## src/rtl/tinyriscv_pkg.sv

```systemverilog
// Shared constants and types for the tinyriscv core: CSR addresses,
// system-instruction encodings, hold levels and the CLINT state set.
package tinyriscv_pkg;

  // Hold request levels driven toward ctrl
  localparam logic HoldEnable  = 1'b1;
  localparam logic HoldDisable = 1'b0;

  // Machine-mode CSR addresses, zero-extended to the 32-bit write bus
  localparam logic [31:0] CSR_MSTATUS = 32'h0000_0300;
  localparam logic [31:0] CSR_MTVEC   = 32'h0000_0305;
  localparam logic [31:0] CSR_MEPC    = 32'h0000_0341;
  localparam logic [31:0] CSR_MCAUSE  = 32'h0000_0342;

  // Full 32-bit encodings of the system instructions the CLINT reacts to
  localparam logic [31:0] INST_ECALL  = 32'h0000_0073;
  localparam logic [31:0] INST_EBREAK = 32'h0010_0073;
  localparam logic [31:0] INST_MRET   = 32'h3020_0073;

  typedef enum logic [2:0] {
    S_IDLE,
    S_MEPC,
    S_MCAUSE,
    S_MSTATUS,
    S_ASSERT,
    S_MRET
  } clint_state_e;

endpackage

```

## src/rtl/clint.sv

```systemverilog
// Core-local interruptor: detects ecall/ebreak, mret and enabled async
// interrupts, holds the pipeline, sequences the mepc/mcause/mstatus writes
// and ends with a one-cycle redirect to mtvec or mepc.
module clint
  import tinyriscv_pkg::*;
#(
  parameter logic [31:0] INT_CAUSE   = 32'h8000_0007,
  parameter logic [31:0] ECALL_CAUSE = 32'd11,
  parameter logic [31:0] EBRK_CAUSE  = 32'd3
) (
  input  logic        clk,
  input  logic        rst_n,
  input  logic [7:0]  int_flag_i,
  input  logic [31:0] inst_i,
  input  logic [31:0] inst_addr_i,
  input  logic        jump_flag_i,
  input  logic [31:0] jump_addr_i,
  input  logic        div_started_i,
  input  logic [31:0] csr_mtvec_i,
  input  logic [31:0] csr_mepc_i,
  input  logic [31:0] csr_mstatus_i,
  output logic        hold_flag_o,
  output logic        we_o,
  output logic [31:0] waddr_o,
  output logic [31:0] data_o,
  output logic        int_assert_o,
  output logic [31:0] int_addr_o
);

  clint_state_e state_q, state_d;
  logic [31:0]  epc_q, epc_d;
  logic [31:0]  cause_q, cause_d;
  logic         we_q, we_d;
  logic [31:0]  waddr_q, waddr_d;
  logic [31:0]  data_q, data_d;
  logic         int_assert_q, int_assert_d;
  logic [31:0]  int_addr_q, int_addr_d;

  logic sync_req, mret_req, async_req, any_req;

  // Raw request decode; an instruction being flushed by an EX jump cannot trap
  always_comb begin
    sync_req  = ((inst_i == INST_ECALL) || (inst_i == INST_EBREAK)) && !jump_flag_i;
    mret_req  = (inst_i == INST_MRET);
    async_req = (|int_flag_i) && csr_mstatus_i[3] && !div_started_i;
    any_req   = sync_req || mret_req || async_req;
  end

  // Hold is combinational so the pipeline stalls in the very cycle of detection
  assign hold_flag_o = ((state_q != S_IDLE) || any_req) ? HoldEnable : HoldDisable;

  // Next state and epc/cause capture; sync beats mret beats async
  always_comb begin
    // NOTE: every variable gets a default first so no path leaves it unassigned, which would infer a latch.
    state_d = state_q;
    epc_d   = epc_q;
    cause_d = cause_q;
    unique case (state_q)
      S_IDLE: begin
        if (sync_req) begin
          state_d = S_MEPC;
          epc_d   = inst_addr_i;
          cause_d = (inst_i == INST_ECALL) ? ECALL_CAUSE : EBRK_CAUSE;
        end else if (mret_req) begin
          state_d = S_MRET;
        end else if (async_req) begin
          state_d = S_MEPC;
          epc_d   = jump_flag_i ? jump_addr_i : inst_addr_i;
          cause_d = INT_CAUSE;
        end
      end
      S_MEPC:    state_d = S_MCAUSE;
      S_MCAUSE:  state_d = S_MSTATUS;
      S_MSTATUS: state_d = S_ASSERT;
      S_ASSERT:  state_d = S_IDLE;
      S_MRET:    state_d = S_IDLE;
      default:   state_d = S_IDLE;
    endcase
  end

  // Outputs are decoded from the state being entered so they register with it
  always_comb begin
    we_d         = 1'b0;
    waddr_d      = '0;
    data_d       = '0;
    int_assert_d = 1'b0;
    int_addr_d   = '0;
    unique case (state_d)
      S_MEPC: begin
        we_d    = 1'b1;
        waddr_d = CSR_MEPC;
        data_d  = epc_d;
      end
      S_MCAUSE: begin
        we_d    = 1'b1;
        waddr_d = CSR_MCAUSE;
        data_d  = cause_d;
      end
      S_MSTATUS: begin
        // MPIE <= MIE, MIE <= 0
        we_d    = 1'b1;
        waddr_d = CSR_MSTATUS;
        data_d  = {csr_mstatus_i[31:8], csr_mstatus_i[3], csr_mstatus_i[6:4],
                   1'b0, csr_mstatus_i[2:0]};
      end
      S_ASSERT: begin
        int_assert_d = 1'b1;
        int_addr_d   = csr_mtvec_i;
      end
      S_MRET: begin
        // MIE <= MPIE, MPIE <= 1, redirect to mepc in the same cycle
        we_d         = 1'b1;
        waddr_d      = CSR_MSTATUS;
        data_d       = {csr_mstatus_i[31:8], 1'b1, csr_mstatus_i[6:4],
                        csr_mstatus_i[7], csr_mstatus_i[2:0]};
        int_assert_d = 1'b1;
        int_addr_d   = csr_mepc_i;
      end
      default: ;
    endcase
  end

  // State, latches and registered outputs with synchronous active-low reset
  always_ff @(posedge clk) begin
    // NOTE: sequential state uses non-blocking assignments so all registers update together at the edge.
    if (!rst_n) begin
      state_q      <= S_IDLE;
      epc_q        <= '0;
      cause_q      <= '0;
      we_q         <= 1'b0;
      waddr_q      <= '0;
      data_q       <= '0;
      int_assert_q <= 1'b0;
      int_addr_q   <= '0;
    end else begin
      state_q      <= state_d;
      epc_q        <= epc_d;
      cause_q      <= cause_d;
      we_q         <= we_d;
      waddr_q      <= waddr_d;
      data_q       <= data_d;
      int_assert_q <= int_assert_d;
      int_addr_q   <= int_addr_d;
    end
  end

  assign we_o         = we_q;
  assign waddr_o      = waddr_q;
  assign data_o       = data_q;
  assign int_assert_o = int_assert_q;
  assign int_addr_o   = int_addr_q;

endmodule

```

## config.mk

```make
export PLATFORM = sky130hd
export DESIGN_NAME = clint
export DESIGN_NICKNAME = d
export VERILOG_FILES = /design/src/rtl/tinyriscv_pkg.sv /design/src/rtl/clint.sv
export SDC_FILE = /design/constraint.sdc
export NUM_CORES = 1
export LEC_CHECK = 0
export ABC_AREA = 1
export BUFFER_PORTS_ARGS = -buffer_cell sky130_fd_sc_hd__buf_4
export CORE_MARGIN = 1
export CORE_UTILIZATION = 35
export CTS_CLUSTER_SIZE = 24
export DETAILED_ROUTE_END_ITERATION = 8
export SLEW_MARGIN = 20
export SYNTH_ARGS = -nofsm -noshare
export SYNTH_HDL_FRONTEND = slang
export SYNTH_SLANG_ARGS = --single-unit
```

## constraint.sdc

```tcl
create_clock -name clk -period 3.7 [get_ports clk]
set_input_delay 0.74 -clock clk [delete_from_list [all_inputs] [get_ports clk]]
set_output_delay 0.74 -clock clk [all_outputs]
set_load 0.01 [all_outputs]
```

Yosys cells after proc, flatten, opt, wreduce, memory -nomap -nowiden
Index checks and enable logic that the tools add are counted.
{"block": "op_classes", "n_reduce_logical": 15, "mux": 20, "eq_ne": 11}
{"operator": "$mux W32", "n": 9}
{"operator": "$pmux W32 S4", "n": 1}
{"operator": "$pmux W32 S2", "n": 1}
{"operator": "$eq A32 B21 Y1 const B", "n": 1}
{"operator": "$eq A32 B30 Y1 const B", "n": 1}
{"operator": "$eq A32 B7 Y1 const B", "n": 1}
{"operator": "$pmux W10 S3", "n": 1}
{"operator": "$eq A3 B2 Y1 const B", "n": 4}
{"operator": "$pmux W3 S4", "n": 1}
{"operator": "$mux W3", "n": 3}
{"operator": "$reduce_or A8 Y1", "n": 1}
{"operator": "$eq A3 B1 Y1 const B", "n": 2}
{"operator": "$eq A3 B3 Y1 const B", "n": 2}
{"operator": "$logic_or A1 B1 Y1", "n": 4}
{"operator": "$mux W4", "n": 1}
{"operator": "$reduce_or A2 Y1", "n": 2}
{"operator": "$reduce_or A4 Y1", "n": 1}
{"operator": "$logic_and A1 B1 Y1", "n": 3}
{"operator": "$logic_not A3 Y1", "n": 1}
{"operator": "$mux W1", "n": 3}
{"operator": "$reduce_bool A3 Y1", "n": 1}
{"operator": "$logic_not A1 Y1", "n": 2}
{"block": "totals", "word_cells": 54, "in_bits": 204, "ff_bits": 165}

Depth between registers and ports, before layout
Gate-level depths: netlist of the first run.
{"block": "logic_depth", "word_depth": 10, "ltp_mapped": 14}

Worst setup path after synthesis of the first run
OpenSTA, ideal clock, no wires.
{"block": "synth_timing", "path_kind": "input -> output", "from": "input port inst_i[8]", "to": "output port hold_flag_o", "required_ns": 2.960, "path_stages": 9, "slack_ns": 1.126, "arrival_ns": 1.834, "cell_sequence": "inv_1 nand2_1 nor2_1 nand2_1 nor2_4 nand2_4 clkbuf_1 o2111ai_1 or2_2"}
{"block": "synth_between", "elab_chain_cells": 7, "word_cells_on_any_way": 9}
{"element": "start: declaration", "line": "clint.sv:14", "source": "input logic [31:0] inst_i,"}
{"element": "$eq A32 B7 Y1 / $eq A32 B21 Y1 (equally long branches)", "line": "clint.sv:43", "source": "sync_req = ((inst_i == INST_ECALL) || (inst_i == INST_EBREAK)) && !jump_flag_i;"}
{"element": "$logic_or A1 B1 Y1", "line": "clint.sv:43"}
{"element": "$logic_and A1 B1 Y1", "line": "clint.sv:43"}
{"element": "$logic_or A1 B1 Y1 (*) (2 in a row)", "line": "clint.sv:46", "source": "any_req = sync_req || mret_req || async_req;"}
{"element": "$logic_or A1 B1 Y1 (*)", "line": "clint.sv:50", "source": "assign hold_flag_o = ((state_q != S_IDLE) || any_req) ? HoldEnable : HoldDisable;"}
{"element": "$mux W1 (*)", "line": "clint.sv:50"}
{"element": "end: declaration", "line": "clint.sv:22", "source": "output logic hold_flag_o,"}
Every way passes the cells marked *; elsewhere a longest branch is shown, timed or not.

Worst setup path in the final report of the first run
{"block": "layout_timing", "from": "input port inst_i[12]", "to": "output port hold_flag_o"}
The elaborated chain is that of the path after synthesis.

==> summary.txt, run 1 <==
Synthesis
  • Compound-Gate Fraction of Synth Area: 7.15%
  • Post-synth top area cell: dfxtp_1
  • Mean Syn Cell Area: 6.72 um2
  • Simple-gate share of the synthesized area: 36.8%
  • Distinct cells, synth: 27
  • Synth top area share: 41.9%
  • Post-Synth XOR/XNOR Area: 0%
  • Yosys reg bits: 136
  • Ys Warns: 0
  • Post-synthesis instance total: roughly 970
  • Post-synth top cells: 255 x nand2_1, 159 x nand3_1, 136 x dfxtp_1
  • Synth Flop Type: dfxtp_1
  • Top-count cell post-synth: nand2_1
  • Top cells by area, synth: dfxtp_1 42%, nand2_1 15%, nand3_1 12%, nor2_1 7.2%, inv_1 5.8%
  • Largest family of logic cells by synthesized area: simple AND/OR/NAND/NOR gates
  • Synthesized cell area: 6490 um2
  • Post-synth EDFFs: 0
  • Post-synth ARST share: 0%
  • Sequential fraction of the synthesis area: around two fifths
  • Mux cell area share after synthesis: 0%
  • Adder-cell area share of the yosys netlist: 0%

Timing
  • Fmax: about 340 MHz
  • Setup TNS: 0 ns
  • Clk_skew: 0.00861 ns
  • Worst-margin pin slew: 1.14 ns
  • RSZ-0062 raised after global routing: false
  • Final Hold Fails: 0
  • # setup viols final: 0
  • Final WS setup: ~0.78 ns
  • Final worst path period need: 2.92 ns
  • Crit share post-route: 78.9%
  • Relative slew slack: 23.9%
  • Max Slew Vio Count: 0

Finish
  • Antenna Cells: 0
  • Nets: 1,409
  • Post-route cell area: 9160 um2
  • Fill cells: about 1,800
  • Layout Cells excl Fill: 1,446
  • Area grow syn2layout: 41.1%
  • Share of cells above drive strength 1: 27.0%

Flow run
  • Max-cap violations: 0

Critical path
  • CP required: 2.96 ns
  • CP startpoint: inst_i[12]
  • Slowest cell on crit path: buf_4
  • CP delay by family, top: simple AND/OR/NAND/NOR gates
  • Critical path fanouts, max: 33
  • CP endpoint kind: output port
  • CP peak stage delay: 0.35 ns
  • Crit path DAT: 2.18 ns
  • WS Path Type: in -> out
  • Startpoint types: primary input
  • Worst path buffer plus inverter count: 4
  • Cells along the critical path: buf_4, inv_1, nand2_1, nor2_1, nand2_1, nor2_4, nand2_1, buf_4, o2111ai_1, or2_2, buf_4
  • Reg-to-reg startpoint: state_q[0]

Worst hold path
  • Min-Delay Startpoint: cause_q[19]
  • Worst min path class: reg -> reg

Clock network
  • CTS tree: done
  • Cts repair resizes: 0
  • Clk sink count: about 140
  • Cts hold-fix bufs: 0
  • CTS buffer count: 17
  • Root Driver: clkbuf_16
  • Clk_lat worst skew: ~0.42 ns
  • Post-CTS Setup Bufs: 0
  • Clk slew on worst S/H paths: 0.06 ns
  • Clock Tree Buf Depth: 2
  • CTS H-tree depth: 4

Global routing
  • Largest net degree at the start of global routing: 78
  • Grt total ovfl: 0
  • Vias in the first global route: 6,425
  • First-pass GRT wire length: 32,400 um
  • Initial antenna violation count: 0
  • Global-route usage over all layers: a little over a fifth

Outcome
  • Failing checks: DRC
  • Status: finished with violations

Place
  • Post-place instance area: 8550 um2
  • DP Worst Slack: 0.777 ns
  • Detail Placement HPWL: 14,000 um
  • Routability Congestion: between 0.8 and 0.9
  • Placed insts: 1,415
  • Number of port buffers: 275

Floorplan
  • Die area: between 15,000 and 20,000 um2
  • Core Region: 18,100 um2
  • Die height: about 140 um
  • I/O pins: 303
  • Die outline width: ~140 um
  • Starting Density: a little over a third
  • Row count: 49

Detailed routing
  • DR vias/cell: 4.64
  • WL final: 20,200 um
  • DRT iter0 DRCs: 407
  • DRC: 30
  • DR WL/cell: approximately 14 um
  • DRT Pass-1 Iters: 7
  • Via Count: between 6,000 and 7,000
  • Final ANT Viol Nets: 0

Power and ir drop
  • Power density over the cells: between 500 and 600 nW/um2
  • Peak VDD IR: about 0.33 mV
  • Leak: 4.80 nW
## routing by layer
| layer | up-vias | wire, um | global-route usage, % |
|---|---|---|---|
| li1 | 3465 | - | - |
| met1 | 2976 | 8490 | 25.5 |
| met2 | 249 | 10000 | 38.0 |
| met3 | 23 | 1400 | 5.58 |
| met4 | 0 | 338 | 6.98 |
| met5 | - | 0 | 0 |
## logic make-up after synthesis
family | Yosys count
other cells | 1
compound gates | 75
flops | 136
buf+inv | 195
simple gates | 559
## state kept, by name (all words and copies together), names as in the netlist
register,flops
cause_q,32
data_o,32
epc_q,32
int_addr_o,32
int_assert_o,1
state_q,3
waddr_o,4
## layout by cell type (no fill, tap or decap), types with 4 or more instances in the layout
cell type    n
a21oi_1     38
a22oi_1     32
buf_4      283
bufinv_16    4
clkbuf_1     4
clkbuf_16   17
conb_1      27
dfxtp_1    136
inv_1      100
nand2_1    255
nand3_1    159
nand4_1      6
nor2_1     123
nor2_2       4
## stage by stage
stage               total power, mW  util [%]  hold WS [ns]
floorplan                      2.64         -         0.417
global placement               3.16      47.3         0.426
detailed placement             3.17      47.3         0.429
CTS                            4.97      50.6         0.438
global route                   5.21      50.6         0.455
finish                         4.92      50.6         0.437
## final timing paths
| path | cells past startpoint | to | slack [ns] |
|---|---|---|---|
| min | 2 | cause_q[19] | 0.44 |
| max reg2reg | 10 | data_o[21] | 1.56 |
| min reg2reg | 2 | cause_q[19] | 0.44 |
| max | 11 | hold_flag_o | 0.78 |
## report_power, final
group	internal, mW	switching, mW
logic	0.585	0.869
registers	1.63	0.0616
clock network	1.16	0.622
total	3.37	1.55
## tightest hold or removal path: stages (launching register included)
cell,delay [ns]
dfxtp_1,0.31
nand2_1,0.06
nor2_1,0.03
## area by class of cell
type	count	area, um2	area share [%]
Clock buffer	23	468	5.11
Clock inverter	8	145	1.58
Inverter	103	388	4.23
Multi-Input combinational cell	661	2960	32.4
Sequential cell	136	2720	29.7
Tap cell	229	287	3.13
Timing Repair Buffer	286	2180	23.9
No activity file was read; power rests on OpenSTA's default activity.
==> run 2, diff against run 1 <==
==> constraint.sdc (replaced) <==
create_clock -name clk -period 2.8 [get_ports clk]
set_input_delay 0.56 -clock clk [delete_from_list [all_inputs] [get_ports clk]]
set_output_delay 0.56 -clock clk [all_outputs]
set_load 0.01 [all_outputs]
==> run 2 against run 1 <==
The flow still finishes with violations (DRC). Hold slack got worse by 0.069 ns. Global-route usage up 0.21 points. Register-to-register slack got worse by 0.99 ns. Wire length up 0.32%. Die area unchanged. Clock power is 35% higher. Sequential share of layout area decreased by 0.21 points. Critical path type unchanged.
==> summary.txt, run 2 (synthesis gave the netlist of run 1 again) <==
Floorplan
  • Die outline width: 138 um (unchanged)
  • Row count: 49 (unchanged)
  • Die area: 19,100 um2 (unchanged)
  • I/O pins: 303 (unchanged)
  • Die height: 138 um (unchanged)
  • Starting Density: 35.9% (unchanged)
  • Core Region: 18,100 um2 (unchanged)

Finish
  • Fill cells: 1,824 (-0.82%)
  • Fin util: 51.0% (+0.36 points)
  • Commonest non-fill, non-tap cells in the layout: 288 x buf_4, 255 x nand2_1, 159 x nand3_1
  • Area grow syn2layout: 42.1%
  • Nets: 1,414 (+0.35%)
  • Share of cells above drive strength 1: 27.7% (+0.71 points)
  • Antenna Cells: 0 (unchanged)
  • Most common cell after layout, fill and taps aside: buf_4

Timing
  • Fmax: between 400 and 500 MHz
  • Final Hold Fails: 0 (unchanged)
  • Relative slew slack: 52.1% (+28 points)
  • Clk_skew: 0.0131 ns (+0.00452 ns)
  • # setup viols final: 0 (unchanged)
  • Final Hold Slack: 0.368 ns (-0.0689 ns)
  • Worst-margin pin slew: 0.715 ns (-0.426 ns)
  • Crit share post-route: 79.7%
  • Setup TNS: 0 ns (unchanged)
  • RSZ-0062 raised after global routing: false
  • Max Slew Vio Count: 0 (unchanged)
  • Final worst path period need: 2.23 ns

Global routing
  • First-pass GRT wire length: 32,700 um (+0.85%)
  • Largest net degree at the start of global routing: 69 (-12%)
  • Grt total ovfl: 0 (unchanged)
  • Vias in the first global route: 6,481 (+0.87%)
  • Initial antenna violation count: 0 (unchanged)
  • Global-route usage over all layers: 21.8% (+0.21 points)

Clock network
  • CTS tree: done
  • Clock Tree Buf Depth: 2 (unchanged)
  • Clk slew on worst S/H paths: 0.06 ns (about the same)
  • Post-CTS Setup Bufs: 0 (unchanged)
  • Root Driver: clkbuf_16
  • Clk_lat worst skew: 0.42 ns (about the same)
  • Cts hold-fix bufs: 0 (unchanged)
  • Clk sink count: 136 (unchanged)
  • CTS buffer count: 17 (unchanged)
  • CTS H-tree depth: 4 (unchanged)

Power and ir drop
  • Leak: 4.82 nW (+0.52%)
  • Power density over the cells: 713 nW/um2 (+33%)
  • Pwr Total: 6.58 mW (+34%)
  • Peak VDD IR: 0.503 mV (+53%)

Critical path
  • WS Path Type: in -> out
  • Startpoint types: primary input
  • Crit path DAT: 1.67 ns (-0.51 ns)
  • Critical path fanouts, max: 12 (-64%)
  • CP required: 2.24 ns (-0.72 ns)
  • CP endpoint kind: output port

Flow run
  • Max-cap violations: 0 (unchanged)

Place
  • Routability Congestion: 0.789 (-5.6%)
  • Detail Placement HPWL: 14,200 um (+1.7%)
  • Number of port buffers: 275 (unchanged)

Detailed routing
  • DRT iter0 DRCs: 425 (+4.4%)
  • Via Count: 6,745 (+0.48%)
  • WL final: 20,300 um (+0.32%)
  • DR vias/cell: 4.65 (+0.13%)
  • DRT Pass-1 Iters: 7 (unchanged)
  • DRC: 30 (unchanged)
  • Final ANT Viol Nets: 0 (unchanged)
  • DR WL/cell: 14.0 um (about the same)

Worst hold path
  • Worst min path class: in -> reg

Outcome
  • Status: finished with violations
  • Failing checks: DRC
run 2: changes by cell type in the layout (fill, tap and decap cells not counted):
cell	previous run	this run
buf_4	283	288
clkbuf_1	4	0
clkbuf_8	2	3
clkinv_4	0	1
clkinvlp_4	2	4
inv_1	100	99
inv_6	0	1
run 2: power by group:
| part | switching (mW) | leakage, nW | internal (mW) | total (mW) |
|---|---|---|---|---|
| clock | 0.841 | 0.305 | 1.56 | 2.40 |
| sequential | 0.0804 | 1.10 | 2.15 | 2.23 |
| combinational | 1.17 | 3.41 | 0.785 | 1.95 |
run 2: area by class of cell:
cell class                      instances  area [um2]  area share (%)
Clock buffer                           20         467            5.06
Clock inverter                         11         170            1.84
Inverter                              103         392            4.25
Multi-Input combinational cell        661        2960            32.1
Sequential cell                       136        2720            29.5
Tap cell                              229         287            3.11
Timing Repair Buffer                  291        2220            24.1
run 2: worst max-delay path, stage by stage:
cell       delay, ns
buf_4           0.08
inv_1           0.03
nand2_1         0.05
nor2_1          0.04
nand2_1         0.10
nor2_4          0.06
nand2_4         0.16
o2111ai_1       0.14
or2_2           0.29
buf_4           0.15
run 2: stage by stage:
stage          instances  instance area, um2  worst slack [ns]
4_1_cts             1451                9220             0.550
3_3_place_gp        1420                8580             0.457
5_1_grt             1451                9220             0.358
2_1_floorplan        992                6590             0.586
6_report            1451                9220             0.568
3_5_place_dp        1420                8580             0.422
run 2: path summary, 6_finish.rpt:
path	from	end	slack [ns]	depth (start not counted)
hold / removal	csr_mepc_i[27]	int_addr_o[27]	0.37	3
setup reg to reg	state_q[0]	data_o[9]	0.57	10
hold reg to reg	cause_q[14]	cause_q[14]	0.44	2
setup / recovery	inst_i[12]	hold_flag_o	0.57	10
run 2: layer usage:
metal  global-route usage, %  vias up  share of wire [%]
met1                    26.0     3000                 43
met5                       0        -                  0
met2                    37.9      235                 49
met3                    6.06       25                6.6
li1                        -     3485                  -
met4                    6.86        0                1.6
run 2: timing repair:
action                     4_1_cts  5_1_grt
hold endpoints to repair         0        0
resized for setup                0        1
setup endpoints to repair        0        1
